[src/rtl/exec_pkg.sv]
// Shared definitions for the execution-engine instruction issuer.
// Holds opcodes, word field positions, the issue FSM states and the word encoder.
package exec_pkg;

  localparam logic [3:0] OP_STOP = 4'd0;
  localparam logic [3:0] OP_SUM  = 4'd1;
  localparam logic [3:0] OP_SUB  = 4'd2;
  localparam logic [3:0] OP_MUL  = 4'd3;
  localparam logic [3:0] OP_SCA  = 4'd4;
  localparam logic [3:0] OP_TRA  = 4'd5;

  localparam int OPC_LSB      = 28;
  localparam int DSEL_LSB     = 26;
  localparam int DST_LSB      = 18;
  localparam int SRC1_MEM_BIT = 17;
  localparam int SRC1_LSB     = 9;
  localparam int SRC2_MEM_BIT = 8;
  localparam int SRC2_LSB     = 0;

  localparam int DONE_ADD  = 0;
  localparam int DONE_SUB  = 1;
  localparam int DONE_MULT = 2;
  localparam int DONE_TRAN = 3;
  localparam int DONE_MEM  = 4;

  typedef logic [31:0] instr_word_t;

  typedef enum logic [1:0] {
    ST_IDLE,
    ST_ISSUE,
    ST_WAIT_DONE,
    ST_HALT
  } issue_state_t;

  function automatic instr_word_t encode_instr(
    input logic [3:0] opcode,
    input logic [1:0] dst_sel,
    input logic [7:0] dst_addr,
    input logic       src1_mem,
    input logic [7:0] src1_addr,
    input logic       src2_mem,
    input logic [7:0] src2_addr,
    input logic [7:0] scalar
  );
    instr_word_t w;
    w = '0;
    w[OPC_LSB +: 4] = opcode;
    // STOP carries nothing but its opcode; SCA reuses the src1 address slot for the scalar
    if (opcode != OP_STOP) begin
      w[DSEL_LSB +: 2] = dst_sel;
      w[DST_LSB +: 8]  = dst_addr;
      if (opcode == OP_SCA) begin
        w[SRC1_LSB +: 8] = scalar;
      end else begin
        w[SRC1_MEM_BIT]  = src1_mem;
        w[SRC1_LSB +: 8] = src1_addr;
        w[SRC2_MEM_BIT]  = src2_mem;
        w[SRC2_LSB +: 8] = src2_addr;
      end
    end
    return w;
  endfunction

  function automatic logic [4:0] done_mask(input logic [3:0] opcode, input logic dst_mem);
    logic [4:0] m;
    m = '0;
    case (opcode)
      OP_SUM:         m[DONE_ADD]  = 1'b1;
      OP_SUB:         m[DONE_SUB]  = 1'b1;
      OP_MUL, OP_SCA: m[DONE_MULT] = 1'b1;
      OP_TRA:         m[DONE_TRAN] = 1'b1;
      default:        m = '0;
    endcase
    if (dst_mem) m[DONE_MEM] = 1'b1;
    return m;
  endfunction

endpackage

[src/rtl/instr_issue_unit_if.sv]
// Engine-side instruction bus: encoded word, valid/ack handshake and unit done pulses.
interface instr_issue_unit_if;
  logic [255:0] instrBus;
  logic         instr_valid;
  logic         instr_ack;
  logic [4:0]   unit_done;

  modport master (output instrBus, output instr_valid, input instr_ack, input unit_done);
  modport slave  (input instrBus, input instr_valid, output instr_ack, output unit_done);
endinterface

[src/rtl/instr_fifo.sv]
// Synchronous FIFO with occupancy count; DEPTH must be a power of two so pointers wrap naturally.
module instr_fifo #(
  parameter int DEPTH = 4,
  parameter int WIDTH = 32
) (
  input  logic                     clk,
  input  logic                     rst_n,
  input  logic                     push,
  input  logic [WIDTH-1:0]         wdata,
  input  logic                     pop,
  output logic [WIDTH-1:0]         rdata,
  output logic                     full,
  output logic                     empty,
  output logic [$clog2(DEPTH):0]   count
);

  localparam int AW = $clog2(DEPTH);

  logic [WIDTH-1:0] mem [DEPTH];
  logic [AW-1:0]    wr_ptr;
  logic [AW-1:0]    rd_ptr;
  logic             push_ok;
  logic             pop_ok;

  assign push_ok = push && !full;
  assign pop_ok  = pop && !empty;
  assign full    = (count == (AW+1)'(DEPTH));
  assign empty   = (count == '0);
  assign rdata   = mem[rd_ptr];

  always_ff @(posedge clk) begin
    if (push_ok) mem[wr_ptr] <= wdata;
  end

  // Reset only flushes the pointers; stale storage is never read while empty
  always_ff @(posedge clk or negedge rst_n) begin
    if (!rst_n) begin
      wr_ptr <= '0;
      rd_ptr <= '0;
      count  <= '0;
    end else begin
      if (push_ok) wr_ptr <= wr_ptr + AW'(1);
      if (pop_ok)  rd_ptr <= rd_ptr + AW'(1);
      case ({push_ok, pop_ok})
        2'b10:   count <= count + (AW+1)'(1);
        2'b01:   count <= count - (AW+1)'(1);
        default: count <= count;
      endcase
    end
  end

endmodule

[src/rtl/instr_issue_unit.sv]
// Buffers host instructions, encodes them and issues one at a time to the engine.
// Optional macro ISSUE_TIMEOUT_EN adds a WAIT_DONE timeout and the timeout_err port.
module instr_issue_unit
  import exec_pkg::*;
#(
  parameter int FIFO_DEPTH  = 4,
  parameter int TIMEOUT_CYC = 255
) (
  input  logic                          clk,
  input  logic                          rst_n,
  input  logic                          in_valid,
  output logic                          in_ready,
  input  logic [3:0]                    in_opcode,
  input  logic [1:0]                    in_dst_sel,
  input  logic [7:0]                    in_dst_addr,
  input  logic                          in_src1_mem,
  input  logic [7:0]                    in_src1_addr,
  input  logic                          in_src2_mem,
  input  logic [7:0]                    in_src2_addr,
  input  logic [7:0]                    in_scalar,
  instr_issue_unit_if.master            eng,
  output logic                          busy,
  output logic                          halted,
  output logic                          err_opcode,
  output logic [$clog2(FIFO_DEPTH):0]   fifo_count
`ifdef ISSUE_TIMEOUT_EN
  ,
  output logic                          timeout_err
`endif
);

  if (FIFO_DEPTH < 2 || (FIFO_DEPTH & (FIFO_DEPTH - 1)) != 0 || TIMEOUT_CYC < 1) begin : g_bad_cfg
    $error("instr_issue_unit: FIFO_DEPTH must be a power of two >= 2 and TIMEOUT_CYC >= 1");
  end

  issue_state_t state;
  instr_word_t  word_q;
  instr_word_t  head_word;
  instr_word_t  new_word;
  logic         valid_q;
  logic         ready_q;
  logic         fifo_full;
  logic         fifo_empty;
  logic         accept;
  logic         opcode_ok;
  logic         push;
  logic         pop;
  logic [4:0]   req_mask;
  logic [4:0]   seen_mask;
  logic [4:0]   done_seen;

`ifdef ISSUE_TIMEOUT_EN
  localparam int TW = $clog2(TIMEOUT_CYC + 1);
  logic [TW-1:0] timer;
`endif

  assign in_ready  = ready_q && !fifo_full && !halted;
  assign accept    = in_valid && in_ready;
  assign opcode_ok = (in_opcode <= OP_TRA);
  assign push      = accept && opcode_ok;
  assign pop       = (state == ST_IDLE) && !fifo_empty;
  assign new_word  = encode_instr(in_opcode, in_dst_sel, in_dst_addr, in_src1_mem,
                                  in_src1_addr, in_src2_mem, in_src2_addr, in_scalar);
  assign done_seen = seen_mask | (eng.unit_done & req_mask);
  assign busy      = !fifo_empty || (state != ST_IDLE);

  assign eng.instrBus    = {224'b0, word_q};
  assign eng.instr_valid = valid_q;

  instr_fifo #(
    .DEPTH (FIFO_DEPTH),
    .WIDTH (32)
  ) u_fifo (
    .clk   (clk),
    .rst_n (rst_n),
    .push  (push),
    .wdata (new_word),
    .pop   (pop),
    .rdata (head_word),
    .full  (fifo_full),
    .empty (fifo_empty),
    .count (fifo_count)
  );

  // ready_q keeps in_ready low until the first clock after reset release
  always_ff @(posedge clk or negedge rst_n) begin
    if (!rst_n) begin
      ready_q    <= 1'b0;
      err_opcode <= 1'b0;
    end else begin
      ready_q <= 1'b1;
      if (accept && !opcode_ok) err_opcode <= 1'b1;
    end
  end

  always_ff @(posedge clk or negedge rst_n) begin
    if (!rst_n) begin
      state     <= ST_IDLE;
      word_q    <= '0;
      valid_q   <= 1'b0;
      halted    <= 1'b0;
      req_mask  <= '0;
      seen_mask <= '0;
`ifdef ISSUE_TIMEOUT_EN
      timer       <= '0;
      timeout_err <= 1'b0;
`endif
    end else begin
      case (state)
        ST_IDLE: begin
          if (!fifo_empty) begin
            word_q  <= head_word;
            valid_q <= 1'b1;
            state   <= ST_ISSUE;
          end
        end
        ST_ISSUE: begin
          // done pulses seen here belong to nothing yet, so tracking starts clean
          if (eng.instr_ack) begin
            valid_q <= 1'b0;
            if (word_q[OPC_LSB +: 4] == OP_STOP) begin
              state  <= ST_HALT;
              halted <= 1'b1;
            end else begin
              state     <= ST_WAIT_DONE;
              req_mask  <= done_mask(word_q[OPC_LSB +: 4], word_q[DSEL_LSB + 1]);
              seen_mask <= '0;
`ifdef ISSUE_TIMEOUT_EN
              timer     <= '0;
`endif
            end
          end
        end
        ST_WAIT_DONE: begin
          seen_mask <= done_seen;
          if (done_seen == req_mask) begin
            state <= ST_IDLE;
          end
`ifdef ISSUE_TIMEOUT_EN
          else if (timer == TW'(TIMEOUT_CYC - 1)) begin
            state       <= ST_IDLE;
            timeout_err <= 1'b1;
          end else begin
            timer <= timer + TW'(1);
          end
`endif
        end
        ST_HALT: begin
          state <= ST_HALT;
        end
        default: state <= ST_IDLE;
      endcase
    end
  end

endmodule

[src/flat_wrapper.sv]
// flat-port wrapper written by rule: the top's interface ports become plain ports
module instr_issue_unit_flat import exec_pkg::*;
#(
  parameter int FIFO_DEPTH  = 4,
  parameter int TIMEOUT_CYC = 255
)
  (clk, rst_n, in_valid, in_ready, in_opcode, in_dst_sel, in_dst_addr, in_src1_mem, in_src1_addr, in_src2_mem, in_src2_addr, in_scalar, busy, halted, err_opcode, fifo_count, eng_instrBus, eng_instr_valid, eng_instr_ack, eng_unit_done);
  instr_issue_unit_if eng_i ();
  input  logic clk;
  input  logic rst_n;
  input  logic in_valid;
  output logic in_ready;
  input  logic [3:0] in_opcode;
  input  logic [1:0] in_dst_sel;
  input  logic [7:0] in_dst_addr;
  input  logic in_src1_mem;
  input  logic [7:0] in_src1_addr;
  input  logic in_src2_mem;
  input  logic [7:0] in_src2_addr;
  input  logic [7:0] in_scalar;
  output logic busy;
  output logic halted;
  output logic err_opcode;
  output logic [$clog2(FIFO_DEPTH):0] fifo_count;
  output wire logic [$bits(eng_i.instrBus)-1:0] eng_instrBus;
  output wire logic [$bits(eng_i.instr_valid)-1:0] eng_instr_valid;
  input wire logic [$bits(eng_i.instr_ack)-1:0] eng_instr_ack;
  input wire logic [$bits(eng_i.unit_done)-1:0] eng_unit_done;
  assign eng_instrBus = eng_i.instrBus;
  assign eng_instr_valid = eng_i.instr_valid;
  assign eng_i.instr_ack = eng_instr_ack;
  assign eng_i.unit_done = eng_unit_done;
  instr_issue_unit #(.FIFO_DEPTH(FIFO_DEPTH), .TIMEOUT_CYC(TIMEOUT_CYC)) u_core (.clk(clk), .rst_n(rst_n), .in_valid(in_valid), .in_ready(in_ready), .in_opcode(in_opcode), .in_dst_sel(in_dst_sel), .in_dst_addr(in_dst_addr), .in_src1_mem(in_src1_mem), .in_src1_addr(in_src1_addr), .in_src2_mem(in_src2_mem), .in_src2_addr(in_src2_addr), .in_scalar(in_scalar), .eng(eng_i), .busy(busy), .halted(halted), .err_opcode(err_opcode), .fifo_count(fifo_count));
endmodule
[config.mk]
export PLATFORM = sky130hd
export DESIGN_NAME = instr_issue_unit_flat
export DESIGN_NICKNAME = d
export VERILOG_FILES = /design/src/rtl/exec_pkg.sv /design/src/rtl/instr_issue_unit_if.sv /design/src/rtl/instr_fifo.sv /design/src/rtl/instr_issue_unit.sv /design/src/flat_wrapper.sv
export SDC_FILE = /design/constraint.sdc
export NUM_CORES = 1
export LEC_CHECK = 0
export BUFFER_PORTS_ARGS = -buffer_cell sky130_fd_sc_hd__buf_2
export CAP_MARGIN = 10
export CORE_MARGIN = 8
export CORE_UTILIZATION = 45
export CTS_CLUSTER_DIAMETER = 100
export DETAILED_ROUTE_END_ITERATION = 8
export MAX_ROUTING_LAYER = met4
export PLACE_DENSITY_LB_ADDON = 0.1
export SYNTH_ARGS = -nofsm -noshare
export SYNTH_HDL_FRONTEND = slang
export SYNTH_HIERARCHICAL = 1
export SYNTH_SLANG_ARGS = --single-unit
export TNS_END_PERCENT = 100
[constraint.sdc]
create_clock -name clk -period 2.51 [get_ports clk]
set_clock_uncertainty 0.15 [all_clocks]
set_input_delay 0.3765 -clock clk [delete_from_list [all_inputs] [get_ports clk]]
set_output_delay 0.3765 -clock clk [all_outputs]
set_load 0.005 [all_outputs]
# == Word level (Yosys, flattened, before mapping) ==
# Memory sizes are Yosys's and may differ from the RTL's. A register that Yosys moved wholly into a read port is not among the register bits.
# Index checks and enable logic that the tools add are counted.
# op_classes
magnitude_cmp,1
addsub,4
n_mux,23
n_bitwise,4
eq_ne,17
n_reduce_logical,29
# op_table
op,n
28-bit two-way mux,1
3-bit AND reduction,5
4-bit by 3-bit equality test with 1-bit output (second input constant),3
1-bit two-way mux,11
5-bit two-way mux,2
5-bit case mux with 2 select lines,1
9-bit two-way mux,1
4-bit by 2-bit equality test with 1-bit output (second input constant),2
1-bit logical AND,8
8-bit two-way mux,1
2-bit case mux with 4 select lines,1
2-bit nonzero test,4
2-bit equality test (second input constant),3
2-bit two-way mux,3
2-bit != test (second input constant),3
3-bit case mux with 2 select lines,1
5-bit bitwise AND,1
5-bit equality test,1
1-bit logical NOT,5
5-bit OR,1
2-bit by 1-bit adder with 2-bit output (second input constant),2
2-bit by 1-bit equality test with 1-bit output (second input constant),2
4-bit by 1-bit equality test with 1-bit output (second input constant),1
4-bit by 3-bit less-or-equal comparator with 1-bit output (second input constant),1
other kinds (13),14
# totals
wordCells,89
ram_bits,128
in_bits,49
out_inout_bits,264
regBits,23
memories,1
# memory_table
memory,depth,word_bits,read_ports,rd_clocked_by_memory_dff,write_ports,line,source
u_core.u_fifo.mem,4,32,1,1,1,instr_fifo.sv:19,logic [WIDTH-1:0] mem [DEPTH];

# == Depth between registers and ports, before layout ==
# Gate-level depths: netlist of the first run.
# depth
word_depth,9
depth_mapped,11

# == By module ==
# Netlist of the first run, hierarchy kept.
# by_module_without_submodules
mod,cells_per_inst,instances,area_per_inst_um2,seq_area_each_um2
instr_fifo,205,1,5091.1,4018.9
instr_issue_unit,430,1,3983.8,1201.2

# == Least setup slack after synthesis of the first run ==
# No wires, ideal clock.
# synth_path
kind,register to register
start,reg u_core.u_fifo.count[2]
end,mem u_core.u_fifo.mem[0][0] (enable)
setup_ps,392
period_less_slack_ps,2714
t_arrival_ps,2172
n_path_buf,0
path_slack_ps,-204
path_stages_with_launch,6
cell_sequence,dfrtp_1 -> nor3b_2 -> nor3b_1 -> and3_1 -> nor2b_2 -> and2_1
# synth_between
elab_chain_len,9
# synth_rtl
element,line,source
start: declaration,instr_fifo.sv:14,output logic [$clog2(DEPTH):0] count
start signal: assignment,instr_fifo.sv:45,2'b10: count <= count + (AW+1)'(1);
start signal: assignment,instr_fifo.sv:46,2'b01: count <= count - (AW+1)'(1);
start signal: assignment,instr_fifo.sv:47,default: count <= count;
3-bit equality test,instr_fifo.sv:27,assign full = (count == (AW+1)'(DEPTH));
named net u_core.fifo_full,instr_issue_unit.sv:42,logic fifo_full;
1-bit logical NOT,instr_issue_unit.sv:57,assign in_ready = ready_q && !fifo_full && !halted;
1-bit logical AND (2 in a row),instr_issue_unit.sv:57,
named net in_ready,flat_wrapper.sv:12,output logic in_ready;
1-bit logical AND,instr_issue_unit.sv:58,assign accept = in_valid && in_ready;
1-bit logical AND,instr_issue_unit.sv:60,assign push = accept && opcode_ok;
named net u_core.push,instr_issue_unit.sv:46,logic push;
1-bit logical AND,instr_fifo.sv:25,assign push_ok = push && !full;
1-bit two-way mux,instr_fifo.sv:32,if (push_ok) mem[wr_ptr] <= wdata;
1-bit two-way mux (implied by the code),instr_fifo.sv:32,
end: declaration,instr_fifo.sv:19,
# The timed path passes the listed nets, and every way through them passes these cells.

# == Final worst setup path of the first run ==
# layout_path
start,reg u_core.u_fifo.count[0]
end,reg u_core.u_fifo.count[2]
# layout_rtl
element,line,source
3-bit logical NOT *,instr_fifo.sv:28,assign empty = (count == '0);
named net u_core.fifo_empty,instr_issue_unit.sv:43,logic fifo_empty;
1-bit logical NOT *,"instr_fifo.sv:26, instr_issue_unit.sv:61",
1-bit logical AND,instr_issue_unit.sv:61,assign pop = (state == ST_IDLE) && !fifo_empty;
1-bit logical AND *,instr_fifo.sv:26,assign pop_ok = pop && !empty;
named net u_core.u_fifo.pop_ok,instr_fifo.sv:23,logic pop_ok;
2-bit by 1-bit equality test with 1-bit output / 2-bit equality test (equally long branches),instr_fifo.sv:44,"case ({push_ok, pop_ok})"
3-bit case mux with 2 select lines / 2-bit nonzero test (equally long branches),n/a,
# Mark *: on every way through the listed nets, which the timed path passes. The rest lies on a longest branch.
# A chain may end at the register's enable or synchronous reset.

==> results.cfg, run 1 <==
[status]
status = complete, no violations

[power]
p_per_area_nw_per_um2 = 922
combPwrFrac_pct = 24.7
power_leakage_nw = 4.04
p_sw_share_pct = 28.6
ir_drop_v = 0.000496
intPower_mw = 6.38
p_sw_mw = 2.56
p_seq_share_pct = 45.6
p_clk_share_pct = 29.7

[setup_path]
critical_path_class = flip-flop to flip-flop
arrival_ns = 2.57
crit_path_max_incr_delay_ns = 0.39
critPathLaunchType = flip-flop
path_cells = buf_4 -> nor3_1 -> buf_4 -> nor3_4 -> o31a_1 -> ha_1 -> inv_1 -> fa_1 -> xor2_1 -> nor2_1 -> xor2_1
rr_worst_depth = 11
cp_slowest_cell = dfrtp_1
worst-endpoint-required_ns = 2.71
cp_max_fo = 5
critPathCaptureType = flip-flop

[cts]
clk_path_buf_depth = 2
cts_tree = done
clockRootBuffer = clkbuf_16
path_clk_slew_ns = 0.07
numCtsBuffers = 17
cts.sinks = 183
htreeDepth = 4
clkLatencyLatePin_ns = 0.42

[floorplanning]
dieArea_um2 = 25000
ios = 313
rows = 52
fp.coreArea_um2 = 20000
start_util_pct = 45.3
die_w_um = 158
die_h_um = 158

[drt]
drc = 0
vias = 4408
drt_wl_total_mm = 17.5
ant_nets = 0
viasPerCell = 4.30
drt_iter0_drc = 250
wire_per_inst_um = 17.1
dr.pass1.iters = 4

[timing]
setup_slack_ns = 0.138
finalCriticalPeriod_ns = 2.37
finalSetupViolations = 0
slew_headroom_pct = 52.3
fin_crit_sh_pct = 94.5
tightestPinTransition_ns = 0.716
hold_viol = 0
drv_slew = 0
whs_ns = 0.0643
max_freq_ghz = 0.422
tns_ns = 0
rsz0062_at_grt = no

[yosys]
yosysUniqueCellTypes = 51
synthAdderAreaFrac_pct = 0.910
synth_top_family_by_area = buffers and inverters
synth_cells = 635
ys_seq_elements = 183
synth-xor-area-share_pct = 0.579
netlist_area_um2 = 9070
synth_ff_type = edfxtp_1
muxShareOfSynthArea_pct = 12.5
synth-seq-area-share_pct = 57.5
async_flop_share_pct = 30.1
synth-compound-area-share_pct = 2.00
yosys.area_share.simple_pct = 5.49
yosys_warnings = 6
synth_edf_count = 128
syn_area_per_cell_um2 = 14.3

[global_route]
grt_pass1_wl_mm = 24.6
track_usage_pct = 13.6
antenna_found_initial = 0
grt_start_max_net_pins = 35
grt_overflow_total = 0
grt_pass1_vias = 4356

[final_layout]
layout_common_cells = conb_1, edfxtp_1, buf_2
drive_gt1_share_pct = 28.2
final_common_cell = conb_1
nFillCells = 1801
final_nets = 798
area_growth_syn_to_layout_pct = 6.78
antennaDiodeCount = 0

[flow_run]
maxCapViolations = 0

[place]
gp_congestion = 0.746
hpwl_mm = 12.7
portBuffers = 88
dp_slack_ns = 0.127

[hold_path]
hold_class = input port to flip-flop
worstHoldPathCells = 1
==> registers in the layout (all words and copies together), names as in the netlist <==
| signal | flops |
|---|---|
| u_core/state | 2 |
| u_core/u_fifo/count | 3 |
| u_core/u_fifo/rd_ptr | 2 |
| u_core/u_fifo/mem | 128 |
| u_core/halted | 1 |
| u_core/err_opcode | 1 |
| u_core/seen_mask | 5 |
| u_core/eng.instr_valid | 1 |
| u_core/req_mask | 5 |
| u_core/ready_q | 1 |
| u_core/u_fifo/wr_ptr | 2 |
| u_core/word_q | 32 |
==> power by group through the flow <==
stage	Clock (mW)	Sequential (mW)	Combinational (mW)
floorplan	0	4.05	1.78
global placement	0	4.10	2.21
detailed placement	0	4.13	2.23
CTS	2.74	4.07	2.25
global route	2.85	4.14	2.45
finish	2.65	4.07	2.21
==> kinds of logic after synthesis <==
family | after synthesis
compound gates | 30
xor+xnor | 6
fa+ha+maj | 6
buf+inv | 253
flops | 183
mux | 67
other cells | 2
simple gates | 88
==> critical path: cells and delay by family, from the launching register on <==
family,cells,cell delay (ns)
adder cells (fa/ha/maj),2,0.59
buffers and inverters,3,0.36
AND/OR/NAND/NOR,3,0.28
AO/OA/AOI/OAI,1,0.23
flip-flops,1,0.39
XOR/XNOR,2,0.30
==> path summary, 6_finish.rpt <==
kind | startpoint | end | slack (ns)
min in group asynchronous | rst_n | u_core/seen_mask[3] | 0.39
setup reg to reg | u_core/u_fifo/count[0] | u_core/u_fifo/count[2] | 0.14
hold reg to reg | u_core/eng.instr_valid | u_core/eng.instr_valid | 0.34
max in group asynchronous | rst_n | u_core/word_q[0] | 1.20
hold / removal | in_opcode[0] | u_core/u_fifo/mem[0][28] | 0.06
setup / recovery | u_core/u_fifo/count[0] | u_core/u_fifo/count[2] | 0.14
==> through the flow <==
stage | instance area (µm²) | cells | util (%) | total power, mW
finish | 9690 | 1026 | 48.4 | 8.93
global route | 9690 | 1026 | 48.4 | 9.44
CTS | 9680 | 1025 | 48.3 | 9.05
detailed placement | 9080 | 992 | 45.3 | 6.36
global placement | 9080 | 992 | 45.3 | 6.31
floorplan | 9920 | 858 | - | 5.83
==> repair_timing <==
| item | 4_1_cts | 5_1_grt |
|---|---|---|
| endpoints found under the setup margin | 0 | 1 |
| hold buffers | 1 | 0 |
| endpoints found under the hold margin | 27 | 0 |
| gates resized for setup | 0 | 2 |
| setup buffers | 0 | 1 |
==> Yosys cell counts (all sizes together) (5+ instances only) <==
| cell type | number | area share, % |
|---|---|---|
| a21oi | 12 | 0.66 |
| and2 | 14 | 0.97 |
| buf | 240 | 20 |
| dfrtp | 55 | 15 |
| edfxtp | 128 | 42 |
| ha | 5 | 0.69 |
| inv | 10 | 0.41 |
| mux2 | 34 | 4.3 |
| mux4 | 32 | 8.1 |
| nand2 | 26 | 1.1 |
| nand3 | 8 | 0.44 |
| nor2 | 6 | 0.33 |
| nor2b | 12 | 0.85 |
| nor3 | 7 | 0.51 |
| nor3b | 5 | 0.47 |
| o21ai | 6 | 0.33 |
==> layout make-up <==
class                      count  area [µm²]  share of cell area (%)
sequential                   183        5220                    53.9
multi-input combinational    422        2800                    28.9
timing repair buffer         109         701                    7.23
clock buffer                  17         425                    4.39
tap                          270         338                    3.49
clock inverter                15         163                    1.68
inverter                      10        37.5                   0.387
==> metal layers <==
layer | part of all wire [%] | track usage (%)
met4 | 1.0 | 4.45
met1 | 40 | 16.3
met2 | 51 | 22.5
met5 | 0 | -
met3 | 8.2 | 3.22
(Power assumes the default switching activity.)
==> inputs of run 2 (changes only) <==
Settings changed: CORE_UTILIZATION 45 to 46.
==> run 2 against run 1 <==
Die area shrank 2.0%. Register-to-register slack lost 0.03 ns. Flip-flop and latch count is the same. First-iteration DRC count shrank 12%. Fmax shrank 1.1%. Critical endpoint unchanged. Critical path depth is the same. Via count grew 1.5%. Utilization grew 1.7 points. Hold slack gained 0.0013 ns. Critical path type unchanged.
==> results.cfg, run 2 (synthesis gave the netlist of run 1 again) <==
[setup_path]
worst-endpoint-required_ns = 2.70
path_buf_inv = 2
reg2reg_to = u_core/u_fifo/count[2]
timing.rr.start = u_core/u_fifo/count[1]
critPathLaunchType = flip-flop
cp_max_fo = 3
rrSetupSlack_ns = 0.11
path_cells = nor3b_4 -> nor3b_2 -> and3_1 -> nor2b_2 -> inv_1 -> ha_2 -> inv_1 -> fa_2 -> xor2_1 -> nor2_1 -> xor2_1
critPathCaptureType = flip-flop
arrival_ns = 2.59
critical_path_class = flip-flop to flip-flop
crit_path_max_incr_delay_ns = 0.43
rr_worst_depth = 11
cp_slowest_cell = dfrtp_2
critPathTopFamily = simple AND/OR/NAND/NOR gates

[place]
place_area_um2 = 9070
gp_congestion = 0.806
hpwl_mm = 13.1
portBuffers = 88

[drt]
drt_iter0_drc = 221
viasPerCell = 4.35
drt_wl_total_mm = 18.0
drc = 0
ant_nets = 0
wire_per_inst_um = 17.5
vias = 4475
dr.pass1.iters = 4

[cts]
clockRootBuffer = clkbuf_16
cts_tree = done
numCtsBuffers = 17
clkLatencyLatePin_ns = 0.42
cts.sinks = 183
path_clk_slew_ns = 0.07
clk_path_buf_depth = 2
htreeDepth = 4

[floorplanning]
die_w_um = 156
die_h_um = 156
fp.coreArea_um2 = 19400
ios = 313
dieArea_um2 = 24500
start_util_pct = 46.8
rows = 51

[timing]
finalCriticalPeriod_ns = 2.40
rsz0062_at_grt = no
finalSetupViolations = 0
drv_slew = 0
max_freq_ghz = 0.417
slew_headroom_pct = 59.6
tns_ns = 0
tightestPinTransition_ns = 0.606
hold_viol = 0
fin_crit_sh_pct = 95.5

[final_layout]
largest_reg_flops = 128
nFillCells = 1665
ff_latch_area_um2 = 5220
layout_common_cells = conb_1, edfxtp_1, buf_2
top_regs = u_core/u_fifo/mem (128), u_core/word_q (32)
area_growth_syn_to_layout_pct = 6.94
final_nets = 807
regMostFlops = u_core/u_fifo/mem
stdcell_area_um2 = 9700
drive_gt1_share_pct = 29.3
multiInputGateArea_um2 = 2810
antennaDiodeCount = 0
final_common_cell = conb_1

[global_route]
grt_pass1_wl_mm = 26.4
grt_start_max_net_pins = 34
grt_pass1_vias = 4644
antenna_found_initial = 0
grt_overflow_total = 0
track_usage_pct = 14.6

[status]
status = complete, no violations

[power]
power_leakage_nw = 4.07
p_seq_share_pct = 46.2
p_per_area_nw_per_um2 = 920
combPwrFrac_pct = 24.6
p_clk_share_pct = 29.2
ir_drop_v = 0.000526
p_sw_mw = 2.51
intPower_mw = 6.42
p_sw_share_pct = 28.1

[flow_run]
maxCapViolations = 0

[hold_path]
worstHoldPathCells = 3
hold_class = input port to flip-flop
min_to = u_core/err_opcode
hold_start = in_valid
-- run 2: area by class of cell --
type,count,area share [%]
timing repair buffer,118,7.40
clock inverter,12,1.32
multi-input combinational,422,29.0
clock buffer,19,4.67
tap,265,3.42
sequential,183,53.8
inverter,10,0.387
-- run 2: stage by stage --
stage | power [mW] | utilization, % | worst slack (ns) | hold slack, ns | std cells
finish | 8.93 | 50.0 | 0.113 | 0.0655 | 1029
global route | 9.44 | 50.0 | 0.000629 | 0.0549 | 1029
CTS | 8.98 | 49.8 | 0.0918 | 0.0472 | 1025
detailed placement | 6.36 | 46.7 | 0.0997 | 0.274 | 993
global placement | 6.31 | 46.7 | 0.197 | 0.270 | 993
floorplan | 5.83 | - | 0.0878 | -0.0691 | 858
-- run 2: power by group through the flow --
stage,clock [mW],sequential [mW],combinational (mW)
floorplan,0,4.05,1.78
global placement,0,4.17,2.14
detailed placement,0,4.20,2.17
CTS,2.67,4.14,2.18
global route,2.80,4.21,2.44
finish,2.61,4.13,2.20
-- run 2: worst max path at each step --
stage | startpoint | depth (start not counted) | slack (ns) | to
after floorplan | u_core/u_fifo/count[2] | 11 | 0.09 | u_core/u_fifo/count[2]
after global placement | u_core/u_fifo/count[1] | 11 | 0.20 | u_core/u_fifo/count[2]
after detailed placement | u_core/u_fifo/count[1] | 11 | 0.1 | u_core/u_fifo/count[2]
after CTS | u_core/u_fifo/count[2] | 11 | 0.09 | u_core/u_fifo/count[2]
after global routing | u_core/u_fifo/count[1] | 11 | 0.0006 | u_core/u_fifo/count[2]
final | u_core/u_fifo/count[1] | 11 | 0.11 | u_core/u_fifo/count[2]
-- run 2: tightest hold or removal path: stages --
cell and delay (ns):
buf_2 0.11, nand2_1 0.05, o21bai_1 0.06
-- run 2: metal layers --
metal  track usage (%)  vias up  share of wire [%]  routed length [µm]
met3              2.95       14                7.6                1360
li1                  -     2021                  -                   -
met1              16.9     2254                 39                7020
met4              4.94        0                1.2                 208
met2              25.0      186                 52                9410
met5                 -        -                  0                   0
-- run 2: what timing repair did --
item                       CTS  global route
resized for setup            0             5
hold buffers                 1             0
hold endpoints to repair    21             0
setup endpoints to repair    0             1
buffers inserted             0             4
==> inputs of run 3 (changes only) <==
Settings changed: RECOVER_POWER set to 100.
==> run 3 against run 2 <==
Die area did not move. Cell count did not move. Total power barely moved. First-iteration DRC count rose by 7.7%. Clock-buffer cell count did not move. Highest routed layer unchanged.
==> results.cfg, run 3 (synthesis gave the netlist of run 1 again) <==
[global_route]
grt_pass1_wl_mm = 26.4
track_usage_pct = 14.6
grt_overflow_total = 0
grt_start_max_net_pins = 34
grt_pass1_vias = 4644
antenna_found_initial = 0

[power]
intPower_mw = 6.42
p_seq_share_pct = 46.2
p_sw_share_pct = 28.1
power_leakage_nw = 4.04
ir_drop_v = 0.000526
p_sw_mw = 2.50
combPwrFrac_pct = 24.6
p_per_area_nw_per_um2 = 921
p_clk_share_pct = 29.2

[cts]
cts_tree = done
clk_path_buf_depth = 2
clockRootBuffer = clkbuf_16
htreeDepth = 4
numCtsBuffers = 17
path_clk_slew_ns = 0.06
clkLatencyLatePin_ns = 0.42
cts.sinks = 183

[floorplanning]
rows = 51
die_w_um = 156
die_h_um = 156
ios = 313
dieArea_um2 = 24500
fp.coreArea_um2 = 19400
start_util_pct = 46.8

[setup_path]
rr_worst_depth = 11
crit_path_max_incr_delay_ns = 0.43
cp_max_fo = 3
path_cells = nor3b_4 -> nor3b_2 -> and3_1 -> nor2b_2 -> inv_1 -> ha_2 -> inv_1 -> fa_2 -> xor2_1 -> nor2_1 -> xor2_1
critPathCaptureType = flip-flop
critical_path_class = flip-flop to flip-flop
critPathLaunchType = flip-flop
worst-endpoint-required_ns = 2.71
arrival_ns = 2.59
cp_slowest_cell = dfrtp_2

[timing]
fin_crit_sh_pct = 95.4
drv_slew = 0
tns_ns = 0
slew_headroom_pct = 2.89
rsz0062_at_grt = no
max_freq_ghz = 0.418
finalSetupViolations = 0
hold_viol = 0
tightestPinTransition_ns = 1.46
finalCriticalPeriod_ns = 2.39
whs_ns = 0.0652

[place]
hpwl_mm = 13.1
gp_congestion = 0.806
portBuffers = 88

[drt]
viasPerCell = 4.35
ant_nets = 0
vias = 4473
drt_wl_total_mm = 18.0
dr.pass1.iters = 4
drt_iter0_drc = 238
wire_per_inst_um = 17.5
drc = 0

[final_layout]
antennaDiodeCount = 0
top_regs = u_core/u_fifo/mem (128), u_core/word_q (32)
largest_reg_flops = 128
final_nets = 807
layout_common_cells = conb_1, edfxtp_1, buf_2
regMostFlops = u_core/u_fifo/mem
final_common_cell = conb_1
area_growth_syn_to_layout_pct = 6.71
drive_gt1_share_pct = 28.3

[hold_path]
worstHoldPathCells = 3
hold_class = input port to flip-flop

[status]
status = complete, no violations

[flow_run]
maxCapViolations = 0
[run 3: per-layer routing]
layer  up-vias  track usage, %  wire length (µm)
met2       194            25.0              9370
met5         -               -                 0
met1      2239            16.9              6990
met4         0            4.94               216
met3        15            2.95              1430
li1       2025               -                 -
[run 3: stage by stage]
stage	utilization (%)	instance area (µm²)	setup slack, ns	std cells	total power, mW
6_report	49.9	9680	0.117	1029	8.92
5_1_grt	49.9	9680	0.000632	1029	9.43
4_1_cts	49.8	9660	0.0918	1025	8.98
3_5_place_dp	46.7	9070	0.0997	993	6.36
3_3_place_gp	46.7	9070	0.197	993	6.31
2_1_floorplan	-	9920	0.0878	858	5.83
[run 3: layout make-up]
cell class                 instances  area (µm²)
tap                              265         332
clock inverter                    12         128
clock buffer                      19         453
sequential                       183        5220
timing repair buffer             118         704
inverter                          10        37.5
fill                            1671        9710
multi-input combinational        422        2810
[run 3: timing repair]
action,4_1_cts,5_1_grt
hold buffers,1,0
hold endpoints to repair,21,0
endpoints found under the setup margin,0,1
gates resized for setup,0,5
buffers inserted,0,4
[run 3: worst max-delay path, delay by kind of cell, from the launching register on]
family        cells  cell delay, ns
xor+xnor          2            0.29
buf+inv           2            0.12
simple gates      5            0.81
flops             1            0.43
fa+ha+maj         2            0.52
[run 3: final timing paths]
check / from / to / slack (ns)
max: u_core/u_fifo/count[1] / u_core/u_fifo/count[2] / 0.12
min: in_valid / u_core/err_opcode / 0.07
max reg2reg: u_core/u_fifo/count[1] / u_core/u_fifo/count[2] / 0.12
min reg2reg: u_core/err_opcode / u_core/err_opcode / 0.35
max in group asynchronous: rst_n / u_core/u_fifo/rd_ptr[0] / 0.57
min in group asynchronous: rst_n / u_core/word_q[16] / 0.68
[run 3: power groups by stage]
stage	Combinational (mW)	Sequential (mW)	Clock, mW
after floorplan	1.78	4.05	0
after global placement	2.14	4.17	0
after detailed placement	2.17	4.20	0
after CTS	2.18	4.14	2.67
after global routing	2.43	4.20	2.80
final	2.19	4.12	2.61
